--- config.mk ---
export PLATFORM = sky130hd
export DESIGN_NAME = ps2_sender
export DESIGN_NICKNAME = d
export VERILOG_FILES = /design/src/rtl/ps2_sender.sv
export SDC_FILE = /design/constraint.sdc
export NUM_CORES = 1
export LEC_CHECK = 0
export BUFFER_PORTS_ARGS = -buffer_cell sky130_fd_sc_hd__buf_2
export CAP_MARGIN = 15
export CORE_ASPECT_RATIO = 1.25
export CORE_MARGIN = 2
export CORE_UTILIZATION = 42
export DETAILED_ROUTE_END_ITERATION = 7
export GPL_TIMING_DRIVEN = 1
export REMOVE_ABC_BUFFERS = 1
export SYNTH_ARGS = -nofsm -noshare
export SYNTH_HDL_FRONTEND = slang
export SYNTH_SLANG_ARGS = --single-unit
--- constraint.sdc ---
create_clock -name clk -period 3.15 [get_ports clk]
set_input_delay 0.63 -clock clk [delete_from_list [all_inputs] [get_ports clk]]
set_output_delay 0.63 -clock clk [all_outputs]
set_load 0.01 [all_outputs]
--- src/rtl/ps2_sender.sv ---
// PS/2 device-side sender: turns key events into E0/F0/code frames.
// Optional E0 prefix for extended keys is enabled by PS2_SENDER_EXT_EN.
module ps2_sender #(
  parameter int HALF_PERIOD = 4,
  parameter int GAP_BITS    = 2
) (
  input  logic       clk,
  input  logic       clrn,
  input  logic       key_valid,
  input  logic [7:0] key_code,
  input  logic       key_release,
  input  logic       key_ext,
  output logic       key_ready,
  output logic       ps2_clk,
  output logic       ps2_data,
  output logic       frame_done
);

  localparam int BT = 2 * HALF_PERIOD;
  localparam int CW = $clog2(BT);
  localparam int GT = (GAP_BITS > 0) ? GAP_BITS * BT : 1;
  localparam int GW = (GT > 1) ? $clog2(GT) : 1;

  localparam logic [CW-1:0] CNT_LAST = CW'(BT - 1);
  localparam logic [CW-1:0] CNT_HALF = CW'(HALF_PERIOD);
  localparam logic [GW-1:0] GAP_LAST = GW'(GT - 1);

  typedef enum logic [2:0] {
    IDLE,
    START,
    DATA,
    PARITY,
    STOP,
    GAP
  } state_t;

  state_t        state, state_n;
  logic [CW-1:0] cnt, cnt_n;
  logic [GW-1:0] gap, gap_n;
  logic [2:0]    bit_idx, bit_idx_n;
  logic [7:0]    cur, cur_n;
  logic [7:0]    code, code_n;
  logic          need_f0, need_f0_n;
  logic          need_code, need_code_n;
  logic          clk_n, data_n, done_n, ready_n;
  logic          accept, bit_end, load_next, ext_eff;

`ifdef PS2_SENDER_EXT_EN
  assign ext_eff = key_ext;
`else
  logic unused_key_ext;
  assign unused_key_ext = key_ext;
  assign ext_eff = 1'b0;
`endif

  assign accept  = key_valid & key_ready;
  assign bit_end = (cnt == CNT_LAST);

  // State, counters and byte sequencing registers
  always_ff @(posedge clk or negedge clrn) begin
    if (!clrn) begin
      state     <= IDLE;
      cnt       <= '0;
      gap       <= '0;
      bit_idx   <= '0;
      cur       <= '0;
      code      <= '0;
      need_f0   <= 1'b0;
      need_code <= 1'b0;
    end else begin
      state     <= state_n;
      cnt       <= cnt_n;
      gap       <= gap_n;
      bit_idx   <= bit_idx_n;
      cur       <= cur_n;
      code      <= code_n;
      need_f0   <= need_f0_n;
      need_code <= need_code_n;
    end
  end

  // Registered line outputs so ps2_clk/ps2_data never glitch
  always_ff @(posedge clk or negedge clrn) begin
    if (!clrn) begin
      ps2_clk    <= 1'b1;
      ps2_data   <= 1'b1;
      frame_done <= 1'b0;
      key_ready  <= 1'b0;
    end else begin
      ps2_clk    <= clk_n;
      ps2_data   <= data_n;
      frame_done <= done_n;
      key_ready  <= ready_n;
    end
  end

  // Next-state: bit timing, byte framing and multi-byte sequencing
  always_comb begin
    state_n     = state;
    cnt_n       = cnt;
    gap_n       = gap;
    bit_idx_n   = bit_idx;
    cur_n       = cur;
    code_n      = code;
    need_f0_n   = need_f0;
    need_code_n = need_code;
    load_next   = 1'b0;

    case (state)
      IDLE: begin
        if (accept) begin
          state_n     = START;
          cnt_n       = '0;
          code_n      = key_code;
          need_f0_n   = ext_eff & key_release;
          need_code_n = ext_eff | key_release;
          if (ext_eff)
            cur_n = 8'hE0;
          else if (key_release)
            cur_n = 8'hF0;
          else
            cur_n = key_code;
        end
      end
      START: begin
        cnt_n = bit_end ? '0 : cnt + 1'b1;
        if (bit_end) begin
          state_n   = DATA;
          bit_idx_n = '0;
        end
      end
      DATA: begin
        cnt_n = bit_end ? '0 : cnt + 1'b1;
        if (bit_end) begin
          if (bit_idx == 3'd7)
            state_n = PARITY;
          else
            bit_idx_n = bit_idx + 1'b1;
        end
      end
      PARITY: begin
        cnt_n = bit_end ? '0 : cnt + 1'b1;
        if (bit_end)
          state_n = STOP;
      end
      STOP: begin
        cnt_n = bit_end ? '0 : cnt + 1'b1;
        if (bit_end) begin
          if (GAP_BITS > 0) begin
            state_n = GAP;
            gap_n   = '0;
          end else begin
            load_next = 1'b1;
          end
        end
      end
      GAP: begin
        gap_n = gap + 1'b1;
        if (gap == GAP_LAST)
          load_next = 1'b1;
      end
      default: state_n = IDLE;
    endcase

    if (load_next) begin
      cnt_n = '0;
      gap_n = '0;
      if (need_f0) begin
        state_n   = START;
        cur_n     = 8'hF0;
        need_f0_n = 1'b0;
      end else if (need_code) begin
        state_n     = START;
        cur_n       = code;
        need_code_n = 1'b0;
      end else begin
        state_n = IDLE;
      end
    end
  end

  // Output values for the cycle being entered
  always_comb begin
    clk_n   = 1'b1;
    data_n  = 1'b1;
    done_n  = 1'b0;
    ready_n = (state_n == IDLE);
    case (state_n)
      START: begin
        clk_n  = (cnt_n < CNT_HALF);
        data_n = 1'b0;
      end
      DATA: begin
        clk_n  = (cnt_n < CNT_HALF);
        data_n = cur_n[bit_idx_n];
      end
      PARITY: begin
        clk_n  = (cnt_n < CNT_HALF);
        data_n = ~^cur_n;
      end
      STOP: begin
        clk_n  = (cnt_n < CNT_HALF);
        data_n = 1'b1;
        done_n = (cnt_n == CNT_LAST);
      end
      default: begin
        clk_n  = 1'b1;
        data_n = 1'b1;
      end
    endcase
  end

endmodule

-- Word-level counts from Yosys, hierarchy flattened
Cells that the tools add are included.
W data, S select, Z words.
- muxes and demuxes: 43
- equal/unequal tests: 14
- bitwise logic cells: 1
- add/subtract/negate cells: 3
- order comparisons: 2
- reduce and logical (&&, ||, !) cells: 8
- operators with widths (kind ; number):
    $mux W8 ; 6
    $mux W3 ; 13
    $eq A3 B3 Y1 const B ; 6
    $pmux W3 S6 ; 1
    $mux W1 ; 16
    $eq A3 B2 Y1 const B ; 4
    $pmux W3 S2 ; 2
    $mux W4 ; 2
    $pmux W4 S2 ; 1
    $reduce_or A4 Y1 ; 2
    $reduce_xnor A8 Y1 ; 1
    $add A3 B1 Y3 const B ; 2
    $eq A3 B1 Y1 const B ; 2
    $logic_not A3 Y1 ; 2
    $add A4 B1 Y4 const B ; 1
    $eq A4 B4 Y1 const B ; 1
    $lt A3 B4 Y1 const B ; 1
    $reduce_and A2 Y1 ; 2
    $bmux W1 S3 ; 1
    $lt A3 B3 Y1 const B ; 1
    $ne A3 B3 Y1 const B ; 1
    $pmux W1 S3 ; 1
    $reduce_bool A3 Y1 ; 1
    $and A1 B1 Y1 ; 1
- output and inout bits: 4
- flip-flop bits (word level): 35
- input port bits: 13
- logic and storage cells: 83

-- Longest topological paths before layout
- depth in word-level cells: 9
- mapped depth: 10
- depth with buffers taken out: 10

-- Worst setup path before layout
Ideal clock, no wire load.
- path kind: reg-to-reg
- from: register gap[0]
- to: register ps2_data
- clock period less this slack: 2.136 ns
- buffers on the path: 0
- data arrival time: 2.030 ns
- path slack: 1.014 ns
- stages on the path, launching flop included: 9
- setup time: 0.106 ns
- data required time: 3.044 ns
- path through: dfrtp_1 > ha_1 > and3_1 > and3_4 > o32a_1 > xnor2_1 > xnor2_1 > xnor2_1 > o221ai_1
- word-level cells in the longest chain between the ends: 7
- elaborated cells on any way between the ends: 12
- those cells by class: eq/ne (4); mux (7); reduce/logical (1)
- ends and longest elaborated chain (what ; RTL line ; source):
    from (decl) ; 39 ; logic [GW-1:0] gap, gap_n;
    from (signal assigned) ; 73 ; gap <= gap_n;
    $eq A4 B4 Y1 * ; 159 ; if (gap == GAP_LAST)
    $mux W1 * ; 159 ;
    $mux W1 * ; - ;
    $mux W8 ; 165 ; if (load_next) begin
    $bmux W1 S3 ; 195 ; data_n = cur_n[bit_idx_n];
    $mux W1 (implied by the code) ; 195 ;
    $pmux W1 S3 * ; 188 ; case (state_n)
    via data_n ; 45 ; logic clk_n, data_n, done_n, ready_n;
    to (signal assigned) ; 91 ; ps2_data <= data_n;
    to (decl) ; 15 ; output logic ps2_data,
Mark *: on every way through the listed nets, which the timed path passes. The rest lies on a longest branch. The select of a mux whose other input is x is not followed.
A chain may end at the register's enable or synchronous reset.

-- Worst setup path in the final report
- from: register cnt[0]
- to: register ps2_data
- word-level cells in the longest chain between the ends: 6
- elaborated cells on any way between the ends: 16
- those cells by class: eq/ne (4); mux (12)
- ends and longest elaborated chain (what ; RTL line ; source):
    from (decl) ; 38 ; logic [CW-1:0] cnt, cnt_n;
    from (signal assigned) ; 72 ; cnt <= cnt_n;
    $eq A3 B3 Y1 * ; 57 ; assign bit_end = (cnt == CNT_LAST);
    $mux W3, on equally long branches ; 134, 127 ;
    $pmux W3 S2 * ; 109 ; case (state)
    via bit_idx_n[1] ; 40 ; logic [2:0] bit_idx, bit_idx_n;
    $bmux W1 S3 * ; 195 ;
    $mux W1 (implied by the code) * ; 195 ;
    $pmux W1 S3 * ; 188 ;
    via data_n ; 45 ;
Marks and branches as above.

==> flow_summary.yaml <==
logic_synthesis:
  synth_seq_cells: 35
  synth_edf_count: 0
  syn_area_um2: 1960
  synthTopCellsByArea: "dfrtp_1 42%, a21oi_1 3.8%, o21ai_0 3.3%"
  synth.largest_area_cell: "dfrtp_1"
  yosysMostFrequentCell: "dfrtp_1"
  synth_top_area_share_pct: 42.0
  ys_seq_area_share_pct: 44.7
  syn_inst: 203
  synthArstFlopShare_pct: 100
  syn_avg_cell_area_um2: 9.68
  synth_top_flop_cell: "dfrtp_1"
  yosysWarnings: 0
  netlist_top_cells_count: "33 x dfrtp_1, 16 x nand2_1, 16 x nor2_1"
  synth_cell_types: 50
routing:
  drt_first_pass_iters: 4
  first_iter_violations: 93
  drt-wirelength-per-cell_um: 14.6
  drc: 0
  antenna_left: 0
  wirelength_um: 4030
  via_per_inst: 5.44
  dr_total_vias: 1502
floorplan:
  start_util_pct: 44.1
  die_w_um: 65.2
  core_um2: 4460
  io_pins: 17
  die_y_um: 80.5
  die_area_um2: 5240
  num_rows: 27
grt:
  grt_overflow_total: 0
  grt_pass1_wl_um: 6960
  grt.total_usage_pct: 17.2
  grt_max_degree: 36
  antenna_found_initial: 0
  grt_pass1_vias: 1436
finish:
  layout-drive-gt1-share_pct: 17.0
  nets: 235
  syn_to_final_growth_pct: 9.87
  final_cells: 276
  diodes: 0
  fill_cells: 447
timing:
  tightest_slew_ns: 0.771
  finalSetupViolCount: 0
  slew_headroom_pct: 48.6
  whs_ns: 0.407
  setup_tns_ns: 0
  max_freq_mhz: 413
  fin_crit_ns: 2.42
  hold_viol_final: 0
  rsz0062_at_grt: "false"
  finalCritPeriodShare_pct: 76.9
  finalClockSkew_ns: 0.0121
  slew_viol_final: 0
clock_network:
  cts_tree: "built"
  cts.htree.levels: 2
  clk_latency_ns: 0.29
  cts_resized: 0
  clock-root-buffer: "clkbuf_8"
  hold_buffers: 0
  cts_sinks: 35
  clkTransAtPathRegs_ns: 0.08
  clock_path_buffers: 2
  cts_buffers: 5
  postCtsSetupBuffers: 0
placement:
  dp_hpwl_um: 2910
  portBuffers: 15
  place_congestion: 0.764
  dp_cells: 268
pwr:
  ir_drop_mv: 0.421
  comb_power_share_pct: 44.4
  p_per_area_nw_per_um2: 919
  total_leakage_power_nw: 1.00
  clockPowerShare_pct: 17.0
  seq_power_share_pct: 38.5
  cell_internal_pwr_mw: 1.20
  power.switching_mw: 0.778
  switching_share_pct: 39.3
critical_path:
  critPathKind: "reg -> reg"
  end_kind: "flip-flop"
  crit_required_ns: 3.31
  worst_setup_path_start_kind: "flip-flop"
  cp.arrival_ns: 2.59
  crit_fanout: 7
outcome:
  status: "finished, final reports clean"
run:
  maxCapViolations: 0
hold_path:
  hold_class: "in -> async"
==> cell type report <==
| cell class | instances | area [um^2] | area share [%] |
|---|---|---|---|
| Clock buffer | 7 | 86.3 | 4.00 |
| Clock inverter | 1 | 5.00 | 0.232 |
| Inverter | 15 | 56.3 | 2.61 |
| Multi-Input combinational cell | 144 | 977 | 45.3 |
| Sequential cell | 35 | 878 | 40.7 |
| Tap cell | 58 | 72.6 | 3.36 |
| Timing Repair Buffer | 16 | 82.6 | 3.83 |
==> critical path, cell delays in order, from the launching register on <==
cell and delay [ns]:
dfrtp_1 0.40, ha_1 0.23, ha_1 0.18, and4bb_2 0.24, nand2_1 0.11, mux2i_1 0.49, inv_1 0.16, nand3_1 0.11
nand4b_1 0.10, o21bai_1 0.14, o221ai_1 0.14
==> cells in the final DEF (no fill, tap or decap), types with 3 or more instances in the layout <==
cell type,synthesis,final
a21o_1,5,5
inv_1,15,15
xnor2_1,7,7
nor2_1,16,16
buf_2,2,15
dfrtp_1,33,33
o32a_1,4,4
a32oi_1,3,3
and3_1,3,3
ha_1,5,5
o21ai_1,3,3
nand3_1,3,3
clkbuf_8,0,6
o21ai_0,13,13
mux2_2,4,4
nand2_1,16,16
nor4_1,4,4
nand4b_1,5,5
mux2i_1,4,4
a21oi_1,15,15
==> power by group through the flow <==
stage                     logic (mW)  clock network [mW]  registers, mW
after floorplan                0.688                   0          0.747
after global placement         0.883                   0          0.770
after detailed placement       0.887                   0          0.771
after CTS                      0.893               0.346          0.763
after global routing           0.996               0.365          0.786
final                          0.881               0.338          0.764
==> routing by layer <==
metal / track usage (%) / vias to the layer above / routed length, um
met5: 0 / - / 0
met4: 5.63 / 0 / 54
met3: 3.36 / 6 / 168
met2: 27.6 / 28 / 1910
met1: 23.2 / 706 / 1900
li1: - / 762 / -
==> worst paths after layout <==
kind	startpoint	end	slack (ns)	cells past startpoint
max in group asynchronous	clrn	cur[7]$_DFF_PN0_	2.24	1
worst min-delay path	clrn	gap[3]$_DFFE_PN0P_	0.41	1
worst max-delay path	cnt[0]$_DFF_PN0_	ps2_data$_DFF_PN1_	0.73	10
worst min register to register	code[5]$_DFFE_PN0P_	code[5]$_DFFE_PN0P_	0.51	1
min in group clk	code[5]$_DFFE_PN0P_	code[5]$_DFFE_PN0P_	0.51	1
worst max register to register	cnt[0]$_DFF_PN0_	ps2_data$_DFF_PN1_	0.73	10
==> registers in the layout, summed over array words and instances (netlist names), 3 cells and up <==
name / cells
code: 8
cur: 8
gap: 4
bit_idx: 3
cnt: 3
state: 3
==> through the flow <==
| step | power, mW | utilization [%] | worst slack, ns | instance area (um^2) |
|---|---|---|---|---|
| floorplan | 1.44 | - | 1.01 | 1910 |
| global placement | 1.65 | 46.4 | 0.659 | 2070 |
| detailed placement | 1.66 | 46.4 | 0.656 | 2070 |
| CTS | 2.00 | 48.4 | 0.717 | 2160 |
| global route | 2.15 | 48.4 | 0.523 | 2160 |
| finish | 1.98 | 48.4 | 0.729 | 2160 |
==> logic make-up after synthesis <==
group | count (synthesis) | synth area share [%]
compound gates | 54 | 18.0
xor+xnor | 8 | 3.57
fa+ha+maj | 5 | 3.18
buf+inv | 24 | 5.54
flops | 35 | 44.7
mux | 8 | 4.33
simple gates | 69 | 20.7
Power figures use the tool's default switching activity.
